## src/rtl/brlite_svc_queue.sv

```systemverilog
// -----------------------------------------------------------------------------
// brlite_svc_queue
//
// Receive-side service buffer between the BrLite router local output port and
// the DMNI network interface. Service messages are accepted from the router
// through a req/ack handshake and stored in a circular FIFO. The head entry is
// presented to the NI, which consumes it with a single-cycle pop pulse.
//
// Parameters:
//   BUFFER_SIZE  FIFO depth in messages (power of 2, >= 2)
//   PTR_W        pointer width, derived from BUFFER_SIZE
//
// Ports:
//   clk_i         clock, rising edge
//   rst_ni        asynchronous active-low reset
//   rx_i          router offers a message (held with data until ack_o)
//   ack_o         one-cycle acceptance pulse to the router
//   ksvc_i        kernel service code        (8 bits)
//   seq_source_i  sequence/source field      (16 bits)
//   producer_i    producer field             (16 bits)
//   payload_i     payload                    (32 bits)
//   svc_rx_o      FIFO non-empty, head entry valid
//   svc_ack_i     pop pulse from the NI
//   svc_data_o    head entry, packed as {ksvc, seq_source, producer, payload}
//                 (brlite_svc_t layout: [71:64] ksvc, [63:48] seq_source,
//                 [47:32] producer, [31:0] payload)
//   count_o       number of stored messages, 0..BUFFER_SIZE
//   full_o        count_o == BUFFER_SIZE
// -----------------------------------------------------------------------------
module brlite_svc_queue #(
  parameter  int BUFFER_SIZE = 8,
  localparam int PTR_W       = $clog2(BUFFER_SIZE)
) (
  input  logic             clk_i,
  input  logic             rst_ni,
  input  logic             rx_i,
  output logic             ack_o,
  input  logic [7:0]       ksvc_i,
  input  logic [15:0]      seq_source_i,
  input  logic [15:0]      producer_i,
  input  logic [31:0]      payload_i,
  output logic             svc_rx_o,
  input  logic             svc_ack_i,
  output logic [71:0]      svc_data_o,
  output logic [PTR_W:0]   count_o,
  output logic             full_o
);

  localparam int DATA_W = 72;
  localparam int CNT_W  = PTR_W + 1;

  logic [DATA_W-1:0] mem_q [BUFFER_SIZE];
  logic [PTR_W-1:0]  wr_ptr_q, wr_ptr_d;
  logic [PTR_W-1:0]  rd_ptr_q, rd_ptr_d;
  logic [CNT_W-1:0]  cnt_q, cnt_d;
  logic              ack_q, ack_d;

  logic              full_s;
  logic              empty_s;
  logic              push_s;
  logic              pop_s;
  logic [DATA_W-1:0] in_word_s;

  // Status flags and handshake qualification, all from registered state.
  always_comb begin
    full_s    = (cnt_q == CNT_W'(BUFFER_SIZE));
    empty_s   = (cnt_q == {CNT_W{1'b0}});
    in_word_s = {ksvc_i, seq_source_i, producer_i, payload_i};
    // rx_i is ignored during the ack cycle: the router still holds the
    // message it has just had accepted. Full blocks the push even when a pop
    // happens in the same cycle; the held message goes in one cycle later.
    push_s    = rx_i && !ack_q && !full_s;
    pop_s     = svc_ack_i && !empty_s;
  end

  // Next-state for pointers, occupancy count and the ack pulse.
  always_comb begin
    wr_ptr_d = wr_ptr_q;
    rd_ptr_d = rd_ptr_q;
    cnt_d    = cnt_q;
    ack_d    = push_s;

    if (push_s) begin
      wr_ptr_d = wr_ptr_q + PTR_W'(1);
    end else begin
      wr_ptr_d = wr_ptr_q;
    end

    if (pop_s) begin
      rd_ptr_d = rd_ptr_q + PTR_W'(1);
    end else begin
      rd_ptr_d = rd_ptr_q;
    end

    case ({push_s, pop_s})
      2'b10:   cnt_d = cnt_q + CNT_W'(1);
      2'b01:   cnt_d = cnt_q - CNT_W'(1);
      default: cnt_d = cnt_q;
    endcase
  end

  // Control state registers.
  always_ff @(posedge clk_i or negedge rst_ni) begin
    if (!rst_ni) begin
      wr_ptr_q <= {PTR_W{1'b0}};
      rd_ptr_q <= {PTR_W{1'b0}};
      cnt_q    <= {CNT_W{1'b0}};
      ack_q    <= 1'b0;
    end else begin
      wr_ptr_q <= wr_ptr_d;
      rd_ptr_q <= rd_ptr_d;
      cnt_q    <= cnt_d;
      ack_q    <= ack_d;
    end
  end

  // Message storage; cleared on reset so the head output is never X.
  always_ff @(posedge clk_i or negedge rst_ni) begin
    if (!rst_ni) begin
      for (int i = 0; i < BUFFER_SIZE; i++) begin
        mem_q[i] <= {DATA_W{1'b0}};
      end
    end else if (push_s) begin
      mem_q[wr_ptr_q] <= in_word_s;
    end
  end

  // Outputs are direct views of registered state.
  always_comb begin
    ack_o      = ack_q;
    svc_rx_o   = !empty_s;
    full_o     = full_s;
    count_o    = cnt_q;
    svc_data_o = mem_q[rd_ptr_q];
  end

endmodule

```

## config.mk

```make
export PLATFORM = sky130hd
export DESIGN_NAME = brlite_svc_queue
export DESIGN_NICKNAME = d
export VERILOG_FILES = /design/src/rtl/brlite_svc_queue.sv
export SDC_FILE = /design/constraint.sdc
export NUM_CORES = 1
export LEC_CHECK = 0
export ABC_AREA = 1
export ABC_CLOCK_PERIOD_IN_PS = 2950
export CAP_MARGIN = 5
export CORE_ASPECT_RATIO = 0.9
export CORE_MARGIN = 10
export CORE_UTILIZATION = 44
export CTS_BUF_LIST = sky130_fd_sc_hd__clkbuf_8 sky130_fd_sc_hd__clkbuf_16
export DETAILED_ROUTE_END_ITERATION = 10
export PLACE_DENSITY_LB_ADDON = 0.08
export SLEW_MARGIN = 15
export SYNTH_ARGS = -nofsm -noshare
export SYNTH_HDL_FRONTEND = slang
export SYNTH_SLANG_ARGS = --single-unit
```

## constraint.sdc

```tcl
create_clock -name clk_i -period 2.95 [get_ports clk_i]
set_clock_uncertainty 0.15 [all_clocks]
set_input_delay 0.59 -clock clk_i [delete_from_list [all_inputs] [get_ports clk_i]]
set_output_delay 0.59 -clock clk_i [all_outputs]
set_load 0.1 [all_outputs]
```

# Word level (Yosys, flattened, before mapping)
# Cells that the tools add are included.
[op_classes]
add_sub_neg = 4
multipliers = 0
n_div = 0
order_cmp = 3
eq_ne = 3
n_shift = 0
n_mux = 7
bitwise = 2
reduce_logical = 9
[ops]
columns = ["op", "count"]
rows = [
  ["$bwmux W576", 1],
  ["$bmux W72 S3", 1],
  ["$demux W72 S3", 1],
  ["$mux W72", 3],
  ["$ge A4 B4 Y1 const B", 2],
  ["$not A3 Y4", 2],
  ["$pmux W4 S2", 1],
  ["$add A3 B1 Y3 const B", 2],
  ["$add A4 B1 Y4 const B", 1],
  ["$eq A4 B4 Y1 const B", 1],
  ["$logic_and A1 B1 Y1", 4],
  ["$logic_not A4 Y1", 1],
  ["$lt A4 B1 Y1 const B", 1],
  ["$sub A4 B1 Y4 const B", 1],
  ["$logic_not A1 Y1", 3],
  ["$eq A2 B1 Y1 const B", 1],
  ["$eq A2 B2 Y1 const B", 1],
  ["$reduce_bool A2 Y1", 1],
]
[word_totals]
ff_bits = 587
latch_bits = 0
ramBits = 0
rom_bits = 0
in_bits = 76
n_memories = 0

# Logic depth before layout (Yosys ltp)
[depth]
depth_word = 6
ltp_mapped = 16

# Worst setup path before layout
# OpenSTA, ideal clock, no wires.
[synth_timing]
kind = "reg2reg"
from = "reg cnt_q[1] (netlist: count_o[1])"
to = "reg cnt_q[2] (netlist: count_o[2])"
setup_time_ns = 0.129
t_arrival_ns = 3.068
required_ns = 2.671
path_slack_ns = -0.398
stages_incl_launch_ff = 13
cell_sequence = "dfrtp_1 nor2_1 nand2_1 nand2_1 inv_1 ha_1 inv_1 nand2_1 nand2_1 ha_1 a21oi_1 xor2_1 o21ai_0"
[synth_between]
elab_chain_cells = 5
word_cells_on_any_way = 12
cone_classes = "2 x add/sub; 3 x eq/ne; 1 x mux; 6 x reduce/logical"
[synth_rtl]
columns = ["element", "line", "rtl"]
rows = [
  ["start: declaration", "55", "logic [CNT_W-1:0] cnt_q, cnt_d;"],
  ["start signal: assignment", "107", "cnt_q <= {CNT_W{1'b0}};"],
  ["start signal: assignment", "112", "cnt_q <= cnt_d;"],
  ["$logic_not A4 Y1 *", "67", "empty_s = (cnt_q == {CNT_W{1'b0}});"],
  ["$logic_not A1 Y1 *", "n/a", ""],
  ["named net svc_rx_o", "42", "output logic svc_rx_o,"],
  ["$logic_and A1 B1 Y1 *", "73", "pop_s = svc_ack_i && !empty_s;"],
  ["named net pop_s", "61", "logic pop_s;"],
  ["$eq A2 B1 Y1 / $eq A2 B2 Y1 (equally long branches)", "95", "case ({push_s, pop_s})"],
  ["$pmux W4 S2 / $reduce_bool A2 Y1 (equally long branches)", "n/a", ""],
]
# The timed path passes the listed nets; every way through them passes the cells marked *.
# A chain may end at the register's enable or synchronous reset.

# Worst setup path in the final report
[layout_timing]
from = "reg rd_ptr_q[0]"
to = "out svc_data_o[39]"
[layout_between]
elab_chain_cells = 4
[layout_rtl]
columns = ["element", "line", "rtl"]
rows = [
  ["start: declaration", "54", "logic [PTR_W-1:0] rd_ptr_q, rd_ptr_d;"],
  ["start signal: assignment", "106", "rd_ptr_q <= {PTR_W{1'b0}};"],
  ["start signal: assignment", "111", "rd_ptr_q <= rd_ptr_d;"],
  ["$not A3 Y4 (implied by the code)", "134", "svc_data_o = mem_q[rd_ptr_q];"],
  ["$bmux W72 S3", "134", ""],
  ["$mux W72 (implied by the code) (2 in a row)", "134", ""],
  ["end: declaration", "44", "output logic [71:0] svc_data_o,"],
]
# No other way between the ends. The select of a mux whose other input is x is not followed.

==> run_results.csv <==
group,metric,value,unit
outcome,outcome,"complete, but fails checks",
outcome,violations,"negative setup slack",
route,ant_nets,0,
clock_tree,clkLatencyLatePin,0.61,ns
die,die_x,289,um
setup_path,cp_num_buf_inv,6,
clock_tree,htree_levels,3,
route,vias,26440,
synthesis,yosys_warnings,0,
synthesis,synthCells,3836,
grt,overflow,0,
die,core_area,64200,um2
clock_tree,cts_tree,"yes",
setup_path,cpMostUsedCell,"buf_12",
setup_path,worstPathArrival,2.35,ns
timing,slew_headroom,54.4,%
timing,worstMarginPinSlew,0.684,ns
route,wl,103000,um
die,io_pins,155,
synthesis,synthMuxAreaShare,0,%
route,first_pass_iters,6,
clock_tree,cts-root-buf,"clkbuf_16",
layout,regArea,14700,um2
layout,fillers,5921,
synthesis,synth_xor_area_share,0.215,%
synthesis,synthSimpleGateAreaFrac,34.6,%
clock_tree,cts.sinks,587,
place,portBuffers,154,
clock_tree,clk_pin_slew,0.06,ns
layout,final-instance-count-excl-fill,4783,
timing,fmax,323,MHz
synthesis,avgSynthCellArea,7.45,um2
setup_path,cpPeakStageDelay,0.51,ns
synthesis,ys_seq_area_share,51.4,%
timing,min_period,3.09,ns
timing,setup_slack,-0.142,ns
grt,antenna_found_initial,4,
place,place_inst,4580,
clock_tree,cts_buffer_depth,3,
layout,syn_to_final_growth,28.1,%
grt,grt_pass1_wl,155000,um
layout,multiInputGateArea,13100,um2
synthesis,synth_adder_area_share,0.219,%
setup_path,worstSetupStartpointType,"register",
place,dp_hpwl,50100,um
setup_path,cpMaxStageDelayCell,"dfrtp_4",
timing,setup_viol,69,
synthesis,syn_nets,3917,
route,drt_iter0_drc,2359,
setup_path,crit_chain,"buf_12 -> inv_16 -> buf_12 -> buf_12 -> clkbuf_16 -> nor2_2 -> o21ai_1 -> nand2_1 -> nand2_2 -> buf_12",
grt,grt_max_degree,139,
die,initial_utilization,44.5,%
route,via_per_inst,5.53,
grt,gr-usage-all-layers,26.1,%
setup_path,criticalPathCategory,"reg2out",
synthesis,synth_area,28600,um2
setup_path,cp_top_family,"buffers and inverters",
setup_path,critical_path_required,2.21,ns
synthesis,synth_compound_area_share,7.65,%
layout,drive_above_1_share,14.8,%
run,max-cap-violations,0,
route,wire_per_inst,21.6,um
setup_path,worstPathMaxFanout,7,
die,die_h,262,um
setup_path,cp-end-kind,"primary output",
synthesis,synth_top_family_by_area,"simple AND/OR/NAND/NOR gates",
timing,hold_viol,0,
timing,fin_setup_tns,-4.82,ns
grt,grt_pass1_vias,25524,
synthesis,ys_types,20,
clock_tree,cts-buffers-inserted,66,
setup_path,rrSetupSlack,0.71,ns
hold_path,hold_class,"reg2reg",
timing,fin_crit_sh,105,%
die,dieArea,75600,um2
timing,drv_slew,0,
die,core.rowCount,88,
timing,rsz0062_at_grt,"yes",
synthesis,ys_seq_elements,587,
layout,nets,3958,
place,gp_congestion,0.771,
route,drc,0,
==> layout by cell type, fill, tap and decap left out, drive strengths merged <==
| cell type | Yosys | final |
|---|---|---|
| clkinv | 0 | 11 |
| clkdlybuf4s50 | 0 | 74 |
| ha | 5 | 5 |
| clkbuf | 216 | 110 |
| bufbuf | 0 | 1 |
| nor2 | 445 | 445 |
| a21oi | 1 | 1 |
| inv | 15 | 42 |
| o21ai | 436 | 436 |
| dlygate4sd3 | 0 | 1 |
| bufinv | 0 | 3 |
| xor2 | 6 | 6 |
| nand3 | 580 | 580 |
| buf | 144 | 223 |
| diode | 0 | 2 |
| nand2 | 1400 | 1400 |
| dfrtp | 587 | 587 |
| xnor2 | 1 | 1 |
==> logic make-up (layout without fill, tap and decap cells) <==
logic type / count (synthesis) / count (layout)
simple gates: 2425 / 2425
flops: 587 / 587
compound gates: 437 / 437
buf+inv: 375 / 465
xor+xnor: 7 / 7
fa+ha+maj: 5 / 5
other cells: 0 / 2
==> synth_stat cells, drive strengths merged <==
cell type | number | share of area (%)
ha | 5 | 0.22
o21ai | 436 | 7.6
xor2 | 6 | 0.18
nand2 | 1400 | 18
nand3 | 580 | 10
buf | 144 | 2.6
nor2 | 445 | 6.0
inv | 15 | 0.20
clkbuf | 216 | 3.1
dfrtp | 587 | 51
a21oi | 1 | 0.017
xnor2 | 1 | 0.031
==> layer usage <==
metal	part of all wire [%]	global-route usage [%]	up-vias
li1	-	-	12428
met1	44	36.2	12938
met2	47	42.2	897
met3	6.6	4.25	173
met4	2.2	6.92	4
met5	0.020	0	-
==> through the flow <==
step / utilization, % / setup WS (ns) / hold WS [ns] / area (um2)
after CTS: 54.7 / -0.118 / 0.317 / 35100
after detailed placement: 49.5 / 0.343 / 0.303 / 31800
after floorplan: - / 0.0923 / 0.144 / 28600
after global routing: 57.0 / -0.212 / 0.327 / 36600
after global placement: 49.5 / 0.339 / 0.298 / 31800
final: 57.0 / -0.142 / 0.313 / 36600
==> final cells by class <==
| type | instances | share of cell area [%] |
|---|---|---|
| Antenna cell | 2 | 0.0137 |
| Clock buffer | 81 | 5.17 |
| Clock inverter | 36 | 0.646 |
| Inverter | 15 | 0.212 |
| Multi-Input combinational cell | 2874 | 35.7 |
| Sequential cell | 587 | 40.2 |
| Tap cell | 855 | 2.92 |
| Timing Repair Buffer | 328 | 15.0 |
| Timing Repair inverter | 5 | 0.154 |
==> worst paths after layout <==
kind / startpoint / cells past startpoint / endpoint
worst max-delay path: rd_ptr_q[0]$_DFFE_PN0P_ / 10 / svc_data_o[39]
max in group asynchronous: rst_ni / 3 / mem_q[22]$_DFFE_PN0P_
worst min-delay path: mem_q[205]$_DFFE_PN0P_ / 2 / mem_q[205]$_DFFE_PN0P_
min in group asynchronous: rst_ni / 2 / mem_q[555]$_DFFE_PN0P_
worst max register to register: wr_ptr_q[0]$_DFFE_PN0P_ / 6 / mem_q[485]$_DFFE_PN0P_
worst min register to register: mem_q[205]$_DFFE_PN0P_ / 2 / mem_q[205]$_DFFE_PN0P_
==> flip-flops by register name (all words and copies together) (netlist names) <==
name / flops
count_o: 4
mem_q: 576
wr_ptr_q: 3
ack_o: 1
rd_ptr_q: 3
==> repair_timing <==
item	4_1_cts	5_1_grt
hold buffers	1	0
resized for setup	207	276
endpoints found under the setup margin	72	72
pin swaps	36	91
hold endpoints to repair	43	0
buffers inserted	23	5
gates cloned	25	31
==> worst register-to-register path, delay by kind of cell (launching register included) <==
family	cells	cell delay, ns
AND/OR/NAND/NOR	4	0.86
flip-flops	1	0.66
buffers and inverters	2	0.44
Power is left out: the tool's default activity adds up to more than one toggle a clock period on the data nets, which glitch-free logic cannot reach.
